## src/rtl/uart_tx_fifo.sv

```systemverilog
// Byte FIFO and launch sequencer feeding a UART transmitter: one tx_start pulse per frame, gated by tx_busy.
// Optional sticky write-while-full detection is built when UART_TX_FIFO_OVERFLOW_EN is defined.
module uart_tx_fifo #(
  parameter int DEPTH        = 8,
  parameter int ADDR_W       = 3,
  parameter int BUSY_TIMEOUT = 4
) (
  input  logic              clk,
  input  logic              reset,
  input  logic              wr_valid,
  input  logic [7:0]        wr_data,
  output logic              wr_ready,
  input  logic              tx_busy,
  output logic              tx_start,
  output logic [7:0]        tx_data,
  output logic [ADDR_W:0]   count,
  output logic              empty,
  output logic              full,
  output logic              overflow
);

  typedef enum logic [1:0] {
    IDLE,
    WAIT_BUSY,
    WAIT_DONE
  } state_t;

  localparam logic [ADDR_W:0] DEPTH_CNT    = (ADDR_W + 1)'(DEPTH);
  localparam logic [7:0]      TIMEOUT_LOAD = 8'(BUSY_TIMEOUT);

  logic [7:0]        mem [DEPTH];
  logic [ADDR_W-1:0] wr_ptr;
  logic [ADDR_W-1:0] rd_ptr;
  state_t            state;
  logic [7:0]        timer;
  logic              push;
  logic              pop;

  assign full     = (count == DEPTH_CNT);
  assign empty    = (count == '0);
  assign wr_ready = !full;
  // No write-through: a full FIFO rejects writes even on a cycle that also pops.
  assign push     = wr_valid && !full;
  assign pop      = (state == IDLE) && !empty && !tx_busy;

  always_ff @(posedge clk) begin
    if (push) begin
      mem[wr_ptr] <= wr_data;
    end
  end

  always_ff @(posedge clk or posedge reset) begin
    if (reset) begin
      wr_ptr <= '0;
      rd_ptr <= '0;
      count  <= '0;
    end else begin
      if (push) begin
        wr_ptr <= wr_ptr + 1'b1;
      end
      if (pop) begin
        rd_ptr <= rd_ptr + 1'b1;
      end
      case ({push, pop})
        2'b10:   count <= count + 1'b1;
        2'b01:   count <= count - 1'b1;
        default: count <= count;
      endcase
    end
  end

  // A launched byte is consumed even if the transmitter never acknowledges it.
  always_ff @(posedge clk or posedge reset) begin
    if (reset) begin
      state    <= IDLE;
      tx_start <= 1'b0;
      tx_data  <= 8'h00;
      timer    <= 8'h00;
    end else begin
      tx_start <= 1'b0;
      case (state)
        IDLE: begin
          if (pop) begin
            tx_start <= 1'b1;
            tx_data  <= mem[rd_ptr];
            timer    <= TIMEOUT_LOAD;
            state    <= WAIT_BUSY;
          end
        end
        WAIT_BUSY: begin
          if (tx_busy) begin
            state <= WAIT_DONE;
          end else begin
            timer <= timer - 1'b1;
            if (timer == 8'd1) begin
              state <= IDLE;
            end
          end
        end
        WAIT_DONE: begin
          if (!tx_busy) begin
            state <= IDLE;
          end
        end
        default: state <= IDLE;
      endcase
    end
  end

`ifdef UART_TX_FIFO_OVERFLOW_EN
  always_ff @(posedge clk or posedge reset) begin
    if (reset) begin
      overflow <= 1'b0;
    end else if (wr_valid && full) begin
      overflow <= 1'b1;
    end
  end
`else
  assign overflow = 1'b0;
`endif

endmodule

```

## config.mk

```make
export PLATFORM = sky130hd
export DESIGN_NAME = uart_tx_fifo
export DESIGN_NICKNAME = d
export VERILOG_FILES = /design/src/rtl/uart_tx_fifo.sv
export SDC_FILE = /design/constraint.sdc
export NUM_CORES = 1
export LEC_CHECK = 0
export CORE_ASPECT_RATIO = 0.6
export CORE_MARGIN = 2
export CORE_UTILIZATION = 57
export CTS_CLUSTER_SIZE = 14
export DETAILED_ROUTE_END_ITERATION = 8
export PLACE_DENSITY = 0.78
export SKIP_CTS_REPAIR_TIMING = 1
export SYNTH_ARGS = -nofsm -noshare
export SYNTH_HDL_FRONTEND = slang
export SYNTH_SLANG_ARGS = --single-unit
```

## constraint.sdc

```tcl
create_clock -name clk -period 2.9 [get_ports clk]
set_clock_uncertainty 0.15 [all_clocks]
set_input_delay 0.29 -clock clk [delete_from_list [all_inputs] [get_ports clk]]
set_output_delay 0.29 -clock clk [all_outputs]
set_load 0.02 [all_outputs]
```

==> results of run 1 <==
area by class of cell:
| type | instances | area, um^2 | area share |
|---|---|---|---|
| multi-input cells | 126 | 1097 | 0.2448 |
| inverters | 11 | 41.29 | 0.009213 |
| clock inverters | 3 | 15.01 | 0.003350 |
| flip-flops and latches | 93 | 2650 | 0.5913 |
| well taps | 87 | 108.9 | 0.02429 |
| repair buffers | 47 | 420.4 | 0.09380 |
| clock buffers | 13 | 148.9 | 0.03322 |
cell usage after synthesis, drive strengths merged, types with 4 or more instances:
master | number | share of area
dfrtp | 29 | 0.19
buf | 8 | 0.011
o21ai | 11 | 0.014
edfxtp | 64 | 0.50
ha | 7 | 0.023
nor3 | 7 | 0.0092
mux2i | 9 | 0.024
mux4 | 16 | 0.094
xnor2 | 8 | 0.018
nor2 | 12 | 0.012
nand2 | 24 | 0.024
or4 | 4 | 0.0088
inv | 11 | 0.011
power groups by stage:
| stage | clock network [mW] | registers, mW | logic, mW |
|---|---|---|---|
| after floorplan | 0 | 2.03 | 1.00 |
| after global placement | 0 | 2.01 | 1.53 |
| after detailed placement | 0 | 2.03 | 1.58 |
| after CTS | 0.761 | 2.00 | 1.58 |
| after global routing | 0.811 | 2.03 | 1.79 |
| final | 0.734 | 1.98 | 1.61 |
layer usage:
layer / vias to the layer above / global-route usage / share of wire
li1: 983 / - / -
met1: 1051 / 0.2911 / 0.48
met2: 31 / 0.3202 / 0.48
met3: 10 / 0.06178 / 0.031
met4: 0 / 0.06646 / 0.012
met5: - / 0 / 0
logic make-up after synthesis:
kind of cell | Yosys count | share of synthesized area
XOR/XNOR | 11 | 0.02522
AND/OR/NAND/NOR | 64 | 0.08451
flip-flops | 93 | 0.6931
AO/OA/AOI/OAI | 17 | 0.02489
buffers and inverters | 22 | 0.02522
other | 1 | 0.0009817
multiplexers | 25 | 0.1179
adder cells (fa/ha/maj) | 8 | 0.02817
sequential cells by signal (all words and copies together), names as in the netlist:
| name | flops |
|---|---|
| mem | 64 |
| timer | 8 |
| tx_data | 8 |
| count | 4 |
| rd_ptr | 3 |
| wr_ptr | 3 |
| state | 2 |
| tx_start | 1 |
per-stage QoR:
| stage | hold WS [ns] | power [mW] |
|---|---|---|
| floorplan | 0.2181 | 3.034 |
| global placement | 0.3116 | 3.540 |
| detailed placement | 0.3311 | 3.608 |
| CTS | 0.2219 | 4.345 |
| global route | 0.2932 | 4.628 |
| finish | 0.2178 | 4.332 |
worst register-to-register path, stage by stage, from the launching register on:
cell and delay, ns:
dfrtp_2 0.43, or4b_4 0.52, and2_2 0.24, inv_1 0.10, ha_1 0.19, ha_1 0.23
a21o_1 0.21, a2111oi_1 0.37, nand4b_1 0.16, nand3_1 0.07
final timing paths:
path / to / slack (ns)
min in group clk: tx_data[2] / 0.34
worst max register to register: count[3] / 0.11
worst min register to register: tx_data[2] / 0.34
worst max-delay path: count[3] / 0.11
worst min-delay path: state[1] / 0.22
max in group asynchronous: count[1] / 1.73
==> impl_metrics.toml, run 1 <==
[run_status]
status = "finished, final reports clean"

[synth]
async_flop_share = 0.3118
synth_cell_types = 38
ys.warnings.count = 0
syn_area_um2 = 3820
syn-num-nets = 261
ys_ff_latch = 93
synth_top_flop_cell = "edfxtp_1"
syn_area_per_cell_um2 = 15.85
syn_inst = 241
ys_seq_area_frac = 0.6931
synth_edf_count = 64

[timing]
timing.fmax_mhz = 359.0
setup_tns_ns = 0
slew_viol_final = 0
finalCritPeriodShare = 0.9604
finalHoldViolations = 0
setup_viol = 0
worst_slew_margin_rel = 0.4756
fin_ws_ns = 0.1148
layout_min_cycle_time_ns = 2.785
tightest_slew_ns = 0.7866

[final_layout]
diodes = 0
drive_gt1_frac = 0.1980
fin_cells = 380
fin_area_um2 = 4482
mostFrequentLayoutCell = "edfxtp_1"
mostFrequentLayoutCells = "64 x edfxtp_1, 27 x dfrtp_1, 27 x clkdlybuf4s50_1"
syn_to_final_growth_pct = 17.33
utilization = 0.6801
n_fill_cell = 465
nets = 308

[clock_network]
cts.clk_slew.worst_paths_ns = 0.08
clock_latency_ns = 0.35
cts_max_level = 3
clock-sinks = 93
cts_buffer_depth = 2
cts-buffers-inserted = 9
clock-root-buffer = "clkbuf_8"
cts_tree = "yes"

[drt]
routed_via_density = 5.461
via_count = 2075
antenna_left = 0
dr.pass1.iters = 4
route.detailed.drc = 0
wl_um = 6589
post_drt_wl_per_cell_um = 17.34
drtIter0Drc = 111

[floorplanning]
start_util = 0.5796
core_um2 = 6590
dieArea_um2 = 7394
die_x_um = 109.7
rows = 23
ios = 29
die_h_um = 67.41

[pwr]
p_clk_frac = 0.169
powerDensity_nw_per_um2 = 966.5
p_comb_frac = 0.373
leakage_nw = 1.705
irDropWorstVdd_mv = 0.6749
switching_share = 0.3340
p_int_mw = 2.885
switching_power_mw = 1.447
p_seq_frac = 0.458

[setup_path]
critPathLaunchType = "flop"
path_depth = 9
path_max_fanout = 5
cp-end-kind = "flop"
critical-path-slowest-cell = "or4b_4"
path_class = "flop to flop"
cp.arrival_ns = 2.87
critPathMaxStageDelay_ns = 0.52
crit_top_cell = "ha_1"
r2r_start = "count[1]"
worst-path-buf-inv = 1
worstPathCellList = "or4b_4 > and2_2 > inv_1 > ha_1 > ha_1 > a21o_1 > a2111oi_1 > nand4b_1 > nand3_1"
crit_family = "simple AND/OR/NAND/NOR gates"
cp.required_ns = 2.99
critPathLaunch = "count[1]"
reg2regPathDepth = 9

[grt]
overflow = 0
grt_pass1_wl_um = 10740
antenna_found_initial = 0
grt_pass1_vias = 2095
grt_max_degree = 22
track_usage = 0.2082

[flow_run]
maxCapViolations = 0

[placed_design]
hpwl_um = 4524
portBuffers = 27
place_inst = 360
post-place-ws_ns = 0.08590
gp_congestion = 0.8059
place_area_um2 = 4283

[min_path]
holdCritPathClass = "primary input to async pin"
Note: power is estimated with default switching activity, not from simulation.
==> inputs of run 2 (changes only) <==
--- a/config.mk
+++ b/config.mk
@@ -10,6 +10,7 @@
 export CORE_UTILIZATION = 57
 export CTS_CLUSTER_SIZE = 14
 export DETAILED_ROUTE_END_ITERATION = 8
+export GPL_TIMING_DRIVEN = 0
 export PLACE_DENSITY = 0.78
 export SKIP_CTS_REPAIR_TIMING = 1
 export SYNTH_ARGS = -nofsm -noshare
==> run 2 against run 1 <==
Compared with the run above:
- power decreased by 0.80%
- non-clock buffer count shrank 9
- sequential power is 2% lower
- final cell count is 2.4% lower
- register-to-register slack about the same
- routed wire length rose by 4.2%
- via count fell by 0.39%
- worst hold slack better by 0.12 ns
==> impl_metrics.toml, run 2 (synthesis gave the netlist of run 1 again) <==
[timing]
finalHoldViolations = 0
worst_slew_margin_rel = 0.2511
setup_tns_ns = 0
layout_min_cycle_time_ns = 2.782
slew_viol_final = 0
tightest_slew_ns = 1.122
setup_viol = 0
timing.fmax_mhz = 359.4
finalCritPeriodShare = 0.9594
hold_slack_ns = 0.3340
rsz0062_at_grt = "false"

[setup_path]
worstPathCellList = "or4b_4 > and2_4 > inv_2 > ha_4 > ha_1 > a21o_1 > a2111oi_1 > nand4b_1 > nand3_1"
cp.arrival_ns = 2.88
path_class = "flop to flop"
critPathMaxStageDelay_ns = 0.56
critical-path-slowest-cell = "or4b_4"
worst-path-buf-inv = 1
critPathLaunchType = "flop"
crit_family = "simple AND/OR/NAND/NOR gates"
cp.required_ns = 2.99
cp-end-kind = "flop"
path_max_fanout = 6

[grt]
antenna_found_initial = 0
grt_pass1_vias = 2072
grt_pass1_wl_um = 10740
track_usage = 0.2128
grt_max_degree = 30
overflow = 0

[clock_network]
cts.clk_slew.worst_paths_ns = 0.08
cts-buffers-inserted = 9
cts_tree = "yes"
cts_buffer_depth = 2
clock_latency_ns = 0.36
clock-sinks = 93
cts_max_level = 3
clock-root-buffer = "clkbuf_8"

[placed_design]
place_area_um2 = 4218
portBuffers = 27
gp_congestion = 0.7671
hpwl_um = 4602

[final_layout]
n_fill_cell = 454
drive_gt1_frac = 0.1725
reg_top3 = "mem (64), timer (8), tx_data (8)"
mostFrequentLayoutCell = "edfxtp_1"
largest_register = "mem"
mostFrequentLayoutCells = "64 x edfxtp_1, 27 x clkdlybuf4s50_1, 26 x dfrtp_1"
fin_area_um2 = 4407
largest_reg_flops = 64
syn_to_final_growth_pct = 15.36
nets = 299
diodes = 0

[drt]
via_count = 2067
antenna_left = 0
routed_via_density = 5.571
drtIter0Drc = 122
post_drt_wl_per_cell_um = 18.51
dr.pass1.iters = 4
wl_um = 6869
route.detailed.drc = 0

[pwr]
irDropWorstVdd_mv = 0.5701
switching_power_mw = 1.486
p_clk_frac = 0.167
leakage_nw = 1.633
switching_share = 0.3458
p_comb_frac = 0.380
p_int_mw = 2.811
powerDensity_nw_per_um2 = 975.1
p_seq_frac = 0.453

[floorplanning]
die_h_um = 67.41
rows = 23
ios = 29
die_x_um = 109.7
dieArea_um2 = 7394
start_util = 0.5796
core_um2 = 6590

[min_path]
holdCritPathClass = "flop to flop"

[run_status]
status = "finished, final reports clean"

[flow_run]
maxCapViolations = 0
-- run 2: routing by layer --
| layer | share of wire | global-route usage | up-vias | routed length [um] |
|---|---|---|---|---|
| met2 | 0.48 | 0.3318 | 50 | 3315 |
| met1 | 0.46 | 0.2875 | 1040 | 3151 |
| met3 | 0.050 | 0.06371 | 8 | 343 |
| li1 | - | - | 969 | - |
| met5 | 0 | 0 | - | 0 |
| met4 | 0.0084 | 0.08228 | 0 | 58 |
-- run 2: cell type report --
type                            count  area [um^2]  share of cell area
Clock inverter                      3        13.76            0.003123
Tap cell                           87        108.9             0.02470
Buffer                             10        51.30             0.01164
Inverter                           11        43.79            0.009938
Timing Repair Buffer               28        277.8             0.06303
Multi-Input combinational cell    126         1121              0.2544
Sequential cell                    93         2651              0.6016
Clock buffer                       13        138.9             0.03152
-- run 2: worst reg2reg max path: cells and delay by family (launching register included) --
family          cells  cell delay (ns)
compound gates      2             0.57
buf+inv             1             0.09
fa+ha+maj           2             0.39
simple gates        4             1.00
flops               1             0.47
-- run 2: path summary, 6_finish.rpt --
path	cells after the start	start	endpoint	slack [ns]
worst min register to register	2	tx_data[2]	tx_data[2]	0.33
max in group asynchronous	2	reset	count[2]	1.48
worst min-delay path	2	tx_data[2]	tx_data[2]	0.33
worst max register to register	9	count[0]	count[3]	0.12
worst max-delay path	9	count[0]	count[3]	0.12
min in group asynchronous	2	reset	timer[2]	0.36
-- run 2: per-stage QoR --
step / setup slack, ns / utilization / total power, mW / cells
3_5_place_dp: -0.3444 / 0.6400 / 3.576 / 355
5_1_grt: 0.04851 / 0.6687 / 4.578 / 371
6_report: 0.1177 / 0.6687 / 4.297 / 371
4_1_cts: -0.08172 / 0.6632 / 4.292 / 371
2_1_floorplan: 0.009762 / - / 3.034 / 241
3_3_place_gp: -0.2543 / 0.6400 / 3.505 / 355
-- run 2: power groups by stage --
stage / Sequential, mW / Clock, mW / Combinational [mW]
2_1_floorplan: 2.03 / 0 / 1.00
3_3_place_gp: 1.95 / 0 / 1.55
4_1_cts: 1.94 / 0.737 / 1.62
6_report: 1.94 / 0.719 / 1.63
3_5_place_dp: 1.97 / 0 / 1.61
5_1_grt: 1.98 / 0.783 / 1.82
==> inputs of run 3 (changes only) <==
--- a/config.mk
+++ b/config.mk
@@ -5,6 +5,7 @@
 export SDC_FILE = /design/constraint.sdc
 export NUM_CORES = 1
 export LEC_CHECK = 0
+export CAP_MARGIN = 20
 export CORE_ASPECT_RATIO = 0.6
 export CORE_MARGIN = 2
 export CORE_UTILIZATION = 57
==> run 3 against run 2 <==
Compared with the run above:
- design area rose by 1.0%
- sequential power barely moved
- final cell count rose by 1.3%
- combinational power barely moved
- die area did not move
- sequential share of layout area fell by 0.61 points
- global-route usage rose by 0.19 points
- flip-flop and latch count did not move
- worst hold slack got worse by 0.19 ns
- maximum frequency fell by 1.0%
- via count rose by 1.5%
==> impl_metrics.toml, run 3 (synthesis gave the netlist of run 1 again) <==
[placed_design]
gp_congestion = 0.7671
hpwl_um = 4716
portBuffers = 27

[drt]
route.detailed.drc = 0
antenna_left = 0
via_count = 2098
wl_um = 6870
routed_via_density = 5.580
drtIter0Drc = 133
post_drt_wl_per_cell_um = 18.27
dr.pass1.iters = 4

[clock_network]
clock-root-buffer = "clkbuf_8"
cts_tree = "yes"
clock-sinks = 93
cts.clk_slew.worst_paths_ns = 0.08
cts_buffer_depth = 2
cts_max_level = 3
clock_latency_ns = 0.36
cts-buffers-inserted = 9

[final_layout]
mostFrequentLayoutCells = "64 x edfxtp_1, 27 x clkdlybuf4s50_1, 26 x dfrtp_1"
diodes = 0
largest_reg_flops = 64
mostFrequentLayoutCell = "edfxtp_1"
syn_to_final_growth_pct = 16.54
drive_gt1_frac = 0.1765
nets = 304
n_fill_cell = 466
reg_top3 = "mem (64), timer (8), tx_data (8)"
largest_register = "mem"

[setup_path]
cp.arrival_ns = 2.91
worst-path-buf-inv = 1
path_max_fanout = 5
path_class = "flop to flop"
cp.required_ns = 3.00
critPathMaxStageDelay_ns = 0.55
cp-end-kind = "flop"
critical-path-slowest-cell = "or4b_4"
crit_family = "simple AND/OR/NAND/NOR gates"
ff2ff_setup_slack_ns = 0.09
critPathLaunch = "count[0]"
worstPathCellList = "or4b_4 > and2_2 > inv_2 > ha_4 > ha_1 > a21o_1 > a2111oi_1 > nand4b_1 > nand3_1"
critPathLaunchType = "flop"
r2r_start = "count[0]"

[grt]
grt_max_degree = 17
grt_pass1_wl_um = 10870
antenna_found_initial = 0
grt_pass1_vias = 2093
overflow = 0
track_usage = 0.2147

[timing]
worst_slew_margin_rel = 0.4206
tightest_slew_ns = 0.8660
timing.fmax_mhz = 355.7
setup_viol = 0
finalCritPeriodShare = 0.9693
setup_tns_ns = 0
layout_min_cycle_time_ns = 2.811
slew_viol_final = 0
hold_slack_ns = 0.1442
finalHoldViolations = 0

[pwr]
leakage_nw = 1.659
p_comb_frac = 0.385
powerDensity_nw_per_um2 = 969.2
p_clk_frac = 0.165
p_int_mw = 2.834
switching_share = 0.3431
p_seq_frac = 0.450
irDropWorstVdd_mv = 0.6031
switching_power_mw = 1.480

[run_status]
status = "finished, final reports clean"

[floorplanning]
dieArea_um2 = 7394
core_um2 = 6590
die_x_um = 109.7
die_h_um = 67.41
rows = 23
ios = 29
start_util = 0.5796

[min_path]
holdCritPathClass = "primary input to async pin"

[flow_run]
maxCapViolations = 0
==> run 3: layout make-up <==
class	count	area [um^2]	area share
plain buffers	10	51.30	0.01152
clock buffers	13	138.9	0.03120
clock inverters	3	12.51	0.002811
inverters	11	43.79	0.009837
multi-input cells	126	1110	0.2493
flip-flops and latches	93	2651	0.5956
well taps	87	108.9	0.02445
repair buffers	33	335.3	0.07532
==> run 3: power groups by stage <==
stage	Clock, mW	Combinational [mW]	Sequential (mW)
6_report	0.712	1.66	1.94
2_1_floorplan	0	1.00	2.03
3_5_place_dp	0	1.62	1.97
4_1_cts	0.730	1.63	1.94
5_1_grt	0.778	1.85	1.98
3_3_place_gp	0	1.55	1.95
==> run 3: layer usage <==
| layer | global-route usage | share of wire |
|---|---|---|
| met1 | 0.2946 | 0.46 |
| met2 | 0.3318 | 0.49 |
| met3 | 0.07819 | 0.046 |
| met4 | 0.05696 | 0.0086 |
| met5 | 0 | 0 |
==> run 3: path summary, 6_finish.rpt <==
kind,endpoint,depth (start not counted)
max,count[3],9
min,tx_data[3],2
max reg2reg,count[3],9
min reg2reg,tx_data[2],2
max in group asynchronous,timer[2],3
min in group clk,tx_data[2],2
==> run 3: per-stage QoR <==
step                total power, mW  area [um^2]  setup slack (ns)  instances    util
finish                        4.315         4452           0.08898        376  0.6755
global route                  4.600         4452          -0.01838        376  0.6755
CTS                           4.298         4412          -0.08139        374  0.6695
detailed placement            3.593         4260           -0.3887        358  0.6465
global placement              3.505         4218           -0.2543        355  0.6400
floorplan                     3.034         3839          0.009762        241       -
